File: config.mk
export PLATFORM = sky130hd
export DESIGN_NAME = regfile_nr
export DESIGN_NICKNAME = d
export VERILOG_FILES = /design/src/rtl/regfile_nr_pkg.sv /design/src/rtl/regfile_nr_reg_nbit.sv /design/src/rtl/regfile_nr.sv
export SDC_FILE = /design/constraint.sdc
export NUM_CORES = 2
export LEC_CHECK = 0
export CORE_MARGIN = 2
export CORE_UTILIZATION = 55
export CTS_CLUSTER_SIZE = 12
export DETAILED_ROUTE_END_ITERATION = 8
export PLACE_DENSITY_LB_ADDON = 0.15
export SYNTH_ARGS = -nofsm -noshare
export SYNTH_HDL_FRONTEND = slang
export SYNTH_SLANG_ARGS = --single-unit
File: constraint.sdc
create_clock -name clk -period 55 [get_ports clk]
set_input_delay 16.5 -clock clk [delete_from_list [all_inputs] [get_ports clk]]
set_output_delay 16.5 -clock clk [all_outputs]
set_load 0.01 [all_outputs]
File: src/rtl/regfile_nr_pkg.sv
// regfile_pkg: shared definitions for the decode-stage register file.
//   DATA_W_DEF / ADDR_W_DEF : default register width and address width
//   ZERO_ADDR               : address of the optionally hardwired-zero register
//   data_t / addr_t / strb_t: default-width data, address and byte-strobe types
package regfile_pkg;

    localparam int unsigned DATA_W_DEF = 32;
    localparam int unsigned ADDR_W_DEF = 5;
    localparam int unsigned ZERO_ADDR  = 0;

    typedef logic [DATA_W_DEF-1:0]   data_t;
    typedef logic [ADDR_W_DEF-1:0]   addr_t;
    typedef logic [DATA_W_DEF/8-1:0] strb_t;

endpackage

File: src/rtl/regfile_nr_reg_nbit.sv
// reg_nbit: one register-file entry with per-byte write enables.
//   clk : rising-edge clock
//   rst : asynchronous active-high clear to 0 (overrides any write)
//   en  : per-byte write enable, bit i covers d[8i+7:8i]
//   d   : write data
//   q   : stored value
module reg_nbit #(
    parameter int unsigned W = 32
) (
    input  logic           clk,
    input  logic           rst,
    input  logic [W/8-1:0] en,
    input  logic [W-1:0]   d,
    output logic [W-1:0]   q
);

    always_ff @(posedge clk or posedge rst) begin
        if (rst) begin
            q <= '0;
        end else begin
            for (int unsigned b = 0; b < W/8; b++) begin
                if (en[b]) q[8*b +: 8] <= d[8*b +: 8];
            end
        end
    end

endmodule

File: src/rtl/regfile_nr.sv
// regfile_nr: 2**ADDR_W x DATA_W register file, one byte-strobed synchronous
// write port and NUM_RD asynchronous read ports with optional write bypass.
//   clk   : rising-edge clock
//   rst   : asynchronous active-high reset, clears every entry
//   we    : write enable
//   waddr : write address
//   wstrb : byte write strobes, bit i covers wdata[8i+7:8i]
//   wdata : write data
//   raddr : packed read addresses, port k uses [k*ADDR_W +: ADDR_W]
//   rdata : packed read data, port k uses [k*DATA_W +: DATA_W]
module regfile_nr
    import regfile_pkg::*;
#(
    parameter int unsigned DATA_W  = DATA_W_DEF,
    parameter int unsigned ADDR_W  = ADDR_W_DEF,
    parameter int unsigned NUM_RD  = 2,
    parameter int unsigned BYPASS  = 1,
    parameter int unsigned ZERO_R0 = 1
) (
    input  logic                     clk,
    input  logic                     rst,
    input  logic                     we,
    input  logic [ADDR_W-1:0]        waddr,
    input  logic [DATA_W/8-1:0]      wstrb,
    input  logic [DATA_W-1:0]        wdata,
    input  logic [NUM_RD*ADDR_W-1:0] raddr,
    output logic [NUM_RD*DATA_W-1:0] rdata
);

    localparam int unsigned DEPTH = 2**ADDR_W;
    localparam int unsigned NB    = DATA_W/8;

    logic [DATA_W-1:0] mem [DEPTH];

    // Storage: one reg_nbit per entry; the zero register is a constant.
    for (genvar e = 0; e < DEPTH; e++) begin : g_entry
        if (ZERO_R0 != 0 && e == ZERO_ADDR) begin : g_zero
            assign mem[e] = '0;
        end else begin : g_reg
            logic [NB-1:0] en;

            assign en = (we && waddr == ADDR_W'(e)) ? wstrb : '0;

            reg_nbit #(
                .W (DATA_W)
            ) u_reg (
                .clk (clk),
                .rst (rst),
                .en  (en),
                .d   (wdata),
                .q   (mem[e])
            );
        end
    end

    // Read ports: stored value, then per-byte bypass merge, then zero-register
    // override last so address 0 reads 0 whatever the bypass does.
    for (genvar k = 0; k < NUM_RD; k++) begin : g_rd
        logic [ADDR_W-1:0] ra;
        logic [DATA_W-1:0] rd;

        assign ra = raddr[k*ADDR_W +: ADDR_W];

        always_comb begin
            rd = mem[ra];
            if (BYPASS != 0 && !rst && we && ra == waddr) begin
                for (int unsigned b = 0; b < NB; b++) begin
                    if (wstrb[b]) rd[8*b +: 8] = wdata[8*b +: 8];
                end
            end
            if (ZERO_R0 != 0 && ra == ADDR_W'(ZERO_ADDR)) rd = '0;
        end

        assign rdata[k*DATA_W +: DATA_W] = rd;
    end

endmodule

== Yosys cells after proc, flatten, opt, wreduce, memory -nomap -nowiden ==
Index checks and enable logic that the tools add are counted.
Storage, ports and cells
  bits in registers: 992
  input port bits: 54
  output and inout port bits: 64
Operators by class
  magnitude comparators: 2
  eq/ne operators: 33
  multiplexer cells: 49
  bitwise operators: 2
  reduce and logical (&&, ||, !) cells: 37
Operator list (number)
  32-bit binary-select mux with 5-bit select: 2
  32-bit two-way mux: 8
  4-bit two-way mux: 31
  5-bit == test (second input constant): 16
  8-bit two-way mux: 8
  5-bit by 4-bit == test with 1-bit output (second input constant): 8
  1-bit logical AND: 34
  5-bit by 3-bit == test with 1-bit output (second input constant): 4
  6-bit greater-or-equal comparator (second input constant): 2
  5-bit NOT with 6-bit output: 2
  5-bit by 2-bit == test with 1-bit output (second input constant): 2
  5-bit == test: 2
  5-bit logical NOT: 2
  5-bit by 1-bit == test with 1-bit output (second input constant): 1
  1-bit logical NOT: 1

== Depth between registers and ports, before layout ==
  depth in word-level cells: 7
  gate-level depth with buffers: 10

== Hierarchy ==
From an unflattened synthesis, not the netlist that was laid out.
Second synthesis, totals
  cell total of the unflattened synthesis: 4302
  area, all modules: 59887.4 µm²
Modules (own cells, without submodules)
  reg_nbit: times used 31, cells an instance 69, area each 1330.0 µm², seq. area each 800.8 µm²
  regfile_nr: times used 1, cells an instance 2163, area each 18656.6 µm², seq. area each 0.0 µm²

== Worst setup path before layout ==
Ideal clock, no wire load.
  path kind: input to output
  start point: in raddr[0]
  end point: out rdata[29]
  arrival time: 18.202 ns
  required time: 38.500 ns
  slack: 20.298 ns
  stages: 9
  path buffers: 4
  cells stage by stage: buf_6 > buf_6 > buf_2 > buf_2 > mux4_2 > mux2i_1 > nand2_1 > o2111ai_1 > nand3_1
On the way
  word-level cells in the longest chain between the ends: 7
  elaborated cells on any way between the ends: 10
RTL lines
  start: declaration: RTL line regfile_nr.sv:26  | input logic [NUM_RD*ADDR_W-1:0] raddr,
  5-bit NOT with 6-bit output (implied by the code): RTL line regfile_nr.sv:65  | rd = mem[ra];
  32-bit binary-select mux with 5-bit select: RTL line regfile_nr.sv:65
  32-bit two-way mux (implied by the code) (2 in series): RTL line regfile_nr.sv:65
  8-bit two-way mux: RTL line regfile_nr.sv:68  | if (wstrb[b]) rd[8*b +: 8] = wdata[8*b +: 8];
  32-bit two-way mux: RTL line regfile_nr.sv:66  | if (BYPASS != 0 && !rst && we && ra == waddr) begin
  32-bit two-way mux *: RTL line regfile_nr.sv:71  | if (ZERO_R0 != 0 && ra == ADDR_W'(ZERO_ADDR)) rd = '0;
  end: declaration: RTL line regfile_nr.sv:27  | output logic [NUM_RD*DATA_W-1:0] rdata
Every way passes the cells marked *; elsewhere a longest branch is shown, timed or not. The select of a mux whose other input is x is not followed.

== Worst setup path in the final report ==
  start point: in raddr[5]
  end point: out rdata[33]
The elaborated chain is that of the path after synthesis.

==> results.md <==
* CTS tree: done
* Library cells used by synthesis at 55
* M1 wire length at between 60000 and 70000 um
* Final setup margin at around 18000 ps
* Critical path arrival at 20860 ps
* Drt first-iter violations at 3751
* Crit-path most repeated cell: o31ai_1
* Area Growth Syn to Fin at 10.3%
* CP bufs+invs at 4
* Total grt overflow at 0
* Post-Synth Adder-Cell Area at 0
* Synth Area in XOR/XNOR at 0.00176
* RSZ-0062 raised after global routing: no
* Reg-to-reg critical path endpoint: g_entry[7].g_reg.u_reg.q[0]
* Seq pwr share at 0.450
* CP startpoint kind: primary input
* Synth top area cells: dfrtp_1 (46%), mux2_2 (22%), mux4_2 (20%), clkbuf_1 (1.3%), a22o_1 (1.3%)
* Max_cap viols at 0
* Placer Congestion at just under 0.9
* Tightest Hold Check Type: register to register
* Crit path required time at ~39000 ps
* FMAX at between 20 and 30 MHz
* Setup crit start: raddr[5]
* Layout cells sized above 1 at 0.480
* Setup_tns at 0 ps
* GRT Util Overall at 0.332
* Detail Placement HPWL at 106000 um
* Post-synthesis simple-gate area fraction at 0.0383
* Crit path max-delay family: buffers and inverters
* Sink Count at around 990
* Internal power at approximately 1.5 mW
* DR vias at ~36000
* Syn Nets at around 3700
* Number of cells on the worst reg-to-reg path at 1
* Drt first pass iters at 7
* Highest metal used: met5
* Clk slew on worst S/H paths at 60 ps
* Async set-reset flop share out of synthesis at 1.00
* Switching pwr at ~540 uW
* Largest family of logic cells by synthesized area: multiplexers
* Die height at 318 um
* Setup slack at placement at roughly 18000 ps
* Yosys Warn Count at 0
* Area after DPL at approximately 56000 um^2
* Total power at between 1.5 and 2 mW
* Status: finished, final reports clean
* Power Density at ~33 nW/um^2
* Setup Fix Bufs, Post-CTS at 0
* Met3 Routed Length at roughly 16000 um
* VDD IR max at 25.6 uV
* Routed wl met2 at around 78000 um
* Largest register FFs at 992
* Slowest stage delay, CP at approximately 770 ps
* Synth top cells by count: mux2_2 (1063), dfrtp_1 (992), mux4_2 (472)
* First-pass GRT wire length at approximately 250000 um
* Final setup vio count at 0
* Primary FF master, synth: dfrtp_1
* Initial core utilization at 0.553
* Final wirelength at ~170000 um
* Post-synthesis cell count at roughly 3700
* Reg2reg start: g_entry[7].g_reg.u_reg.q[0]
* Final Slew Violations at 0
* Post-route ant nets at 0
* Reg2reg setup slack at 54170 ps
* I/O Pins at between 100 and 150
* Multiplexer share of the synthesized area at 0.427
* Fin. Hold Viols at 0
* Clock share of power at 0.366
* Mapped Area at around 54000 um^2
* Worst-Skew Late Latency at ~690 ps
* Core footprint at 97800 um^2
* Die area at 101000 um^2
* CP Depth at 9
* Combinational power share at 0.184
* Critical path class: primary input to output port
* CP cell instances: buf_8 -> buf_4 -> buf_12 -> mux4_2 -> nor2b_1 -> o31ai_1 -> a21oi_1 -> o31ai_1 -> clkdlybuf4s50_1
* Clock root cell: clkbuf_16
* Mean Syn Cell Area at 14.6 um^2
* Final Cycle Share at 0.679
* IO buf count at 117
* Avg WL per Cell at ~33 um
* Synth Area in Compound Gates at 0.0470
* Final Critical Period at between 30000 and 40000 ps
* Vias in the first global route at 37800
* Chip width at around 320 um
* Count leader, synth: mux2_2
* Area leader, netlist: dfrtp_1
* Cts hold-fix bufs at 0
* Post_cts resized at 0
* Sequential cell area fraction in the yosys report at 0.459
* Clock skew at 0 ps
* Number of synthesized register bits at 992
* Number of synthesized flops with an enable pin at 0
* Via/cell ratio at slightly above 7
* Largest net degree at the start of global routing at 177
* FILL cells at between 7000 and 8000
* Finished Core Util at 0.610
* Top Registers: g_entry.g_reg.u_reg.q x992
* CTS Buf Count at 110
* Worst slew margin at 0.0933
* Design Area, Final at 59600 um^2
* Net Sw Frac at 0.270
* Initial antenna violation count at 5
* Most flops, register: g_entry.g_reg.u_reg.q
* H-tree levels at 3
* Clock tree buffer depth at 3
* Nets at 3731
* CP Max Fanout at 113
* Drt drc at 0
* Site Rows at 115
* CP max-delay cell: buf_4
* Lkg Pwr at between 20 and 30 nW
* Setup crit end: rdata[33]
* Slew @ Worst Pin at roughly 1400 ps
* Synth top area share at 0.459
* Worst setup EP type: output port
## layer usage
| metal | vias to the layer above | GRT usage |
|---|---|---|
| met2 | 1769 | 0.520 |
| li1 | 14300 | - |
| met3 | 421 | 0.0813 |
| met1 | 19100 | 0.453 |
| met5 | - | 0.00851 |
| met4 | 8 | 0.125 |
## power groups by stage
stage	Sequential [mW]	Clock [mW]	Combinational, mW
2_1_floorplan	0.886	0	0.271
3_3_place_gp	0.894	0	0.353
3_5_place_dp	0.909	0	0.365
4_1_cts	0.896	0.740	0.367
5_1_grt	0.910	0.774	0.389
6_report	0.898	0.731	0.368
## cells by family after synthesis
logic type / after synthesis
buffers and inverters: 325
XOR/XNOR: 10
multiplexers: 1581
AO/OA/AOI/OAI: 328
AND/OR/NAND/NOR: 456
flip-flops: 992
## cell type report
cell class / count / area (um^2) / share of cell area
clock inverters: 31 / 275 / 0.00462
inverters: 8 / 37.5 / 0.000629
multi-input cells: 2375 / 27800 / 0.467
diodes: 2 / 5.00 / 0.0000839
clock buffers: 169 / 3280 / 0.0550
flip-flops and latches: 992 / 24800 / 0.416
repair buffers: 190 / 1760 / 0.0296
well taps: 1287 / 1610 / 0.0270
## worst min path at each step
stage | startpoint | depth (start not counted) | end
final | g_entry[5].g_reg.u_reg.q[3] | 1 | g_entry[5].g_reg.u_reg.q[3]
after global placement | g_entry[7].g_reg.u_reg.q[2] | 1 | g_entry[7].g_reg.u_reg.q[2]
after global routing | g_entry[30].g_reg.u_reg.q[21] | 1 | g_entry[30].g_reg.u_reg.q[21]
after floorplan | g_entry[22].g_reg.u_reg.q[29] | 1 | g_entry[22].g_reg.u_reg.q[29]
after detailed placement | g_entry[5].g_reg.u_reg.q[3] | 1 | g_entry[5].g_reg.u_reg.q[3]
after CTS | g_entry[5].g_reg.u_reg.q[3] | 1 | g_entry[5].g_reg.u_reg.q[3]
## stage by stage
stage / hold slack (ps) / std cells
CTS: 516 / 5052
detailed placement: 503 / 4852
global placement: 486 / 4852
global route: 532 / 5053
finish: 511 / 5054
floorplan: 476 / 3692
## layout by cell type (no fill, tap or decap), types with 5 or more instances in the layout
cell	instances
o21ai_0	27
a22o_1	80
a221oi_1	62
a31oi_1	7
xnor2_1	5
o31ai_2	8
nor3_1	58
a211oi_1	30
inv_1	6
clkdlybuf4s50_1	107
nand3_1	47
nor2b_1	39
nor2_1	103
a22oi_1	19
mux4_2	472
mux2_2	1063
clkinv_2	21
clkbuf_16	113
buf_4	72
mux2i_1	17
o21ai_1	33
a32oi_1	12
dfrtp_1	992
clkbuf_1	32
mux2_1	29
nand2_1	174
clkbuf_8	24
o21a_1	30
(Power assumes the default switching activity.)
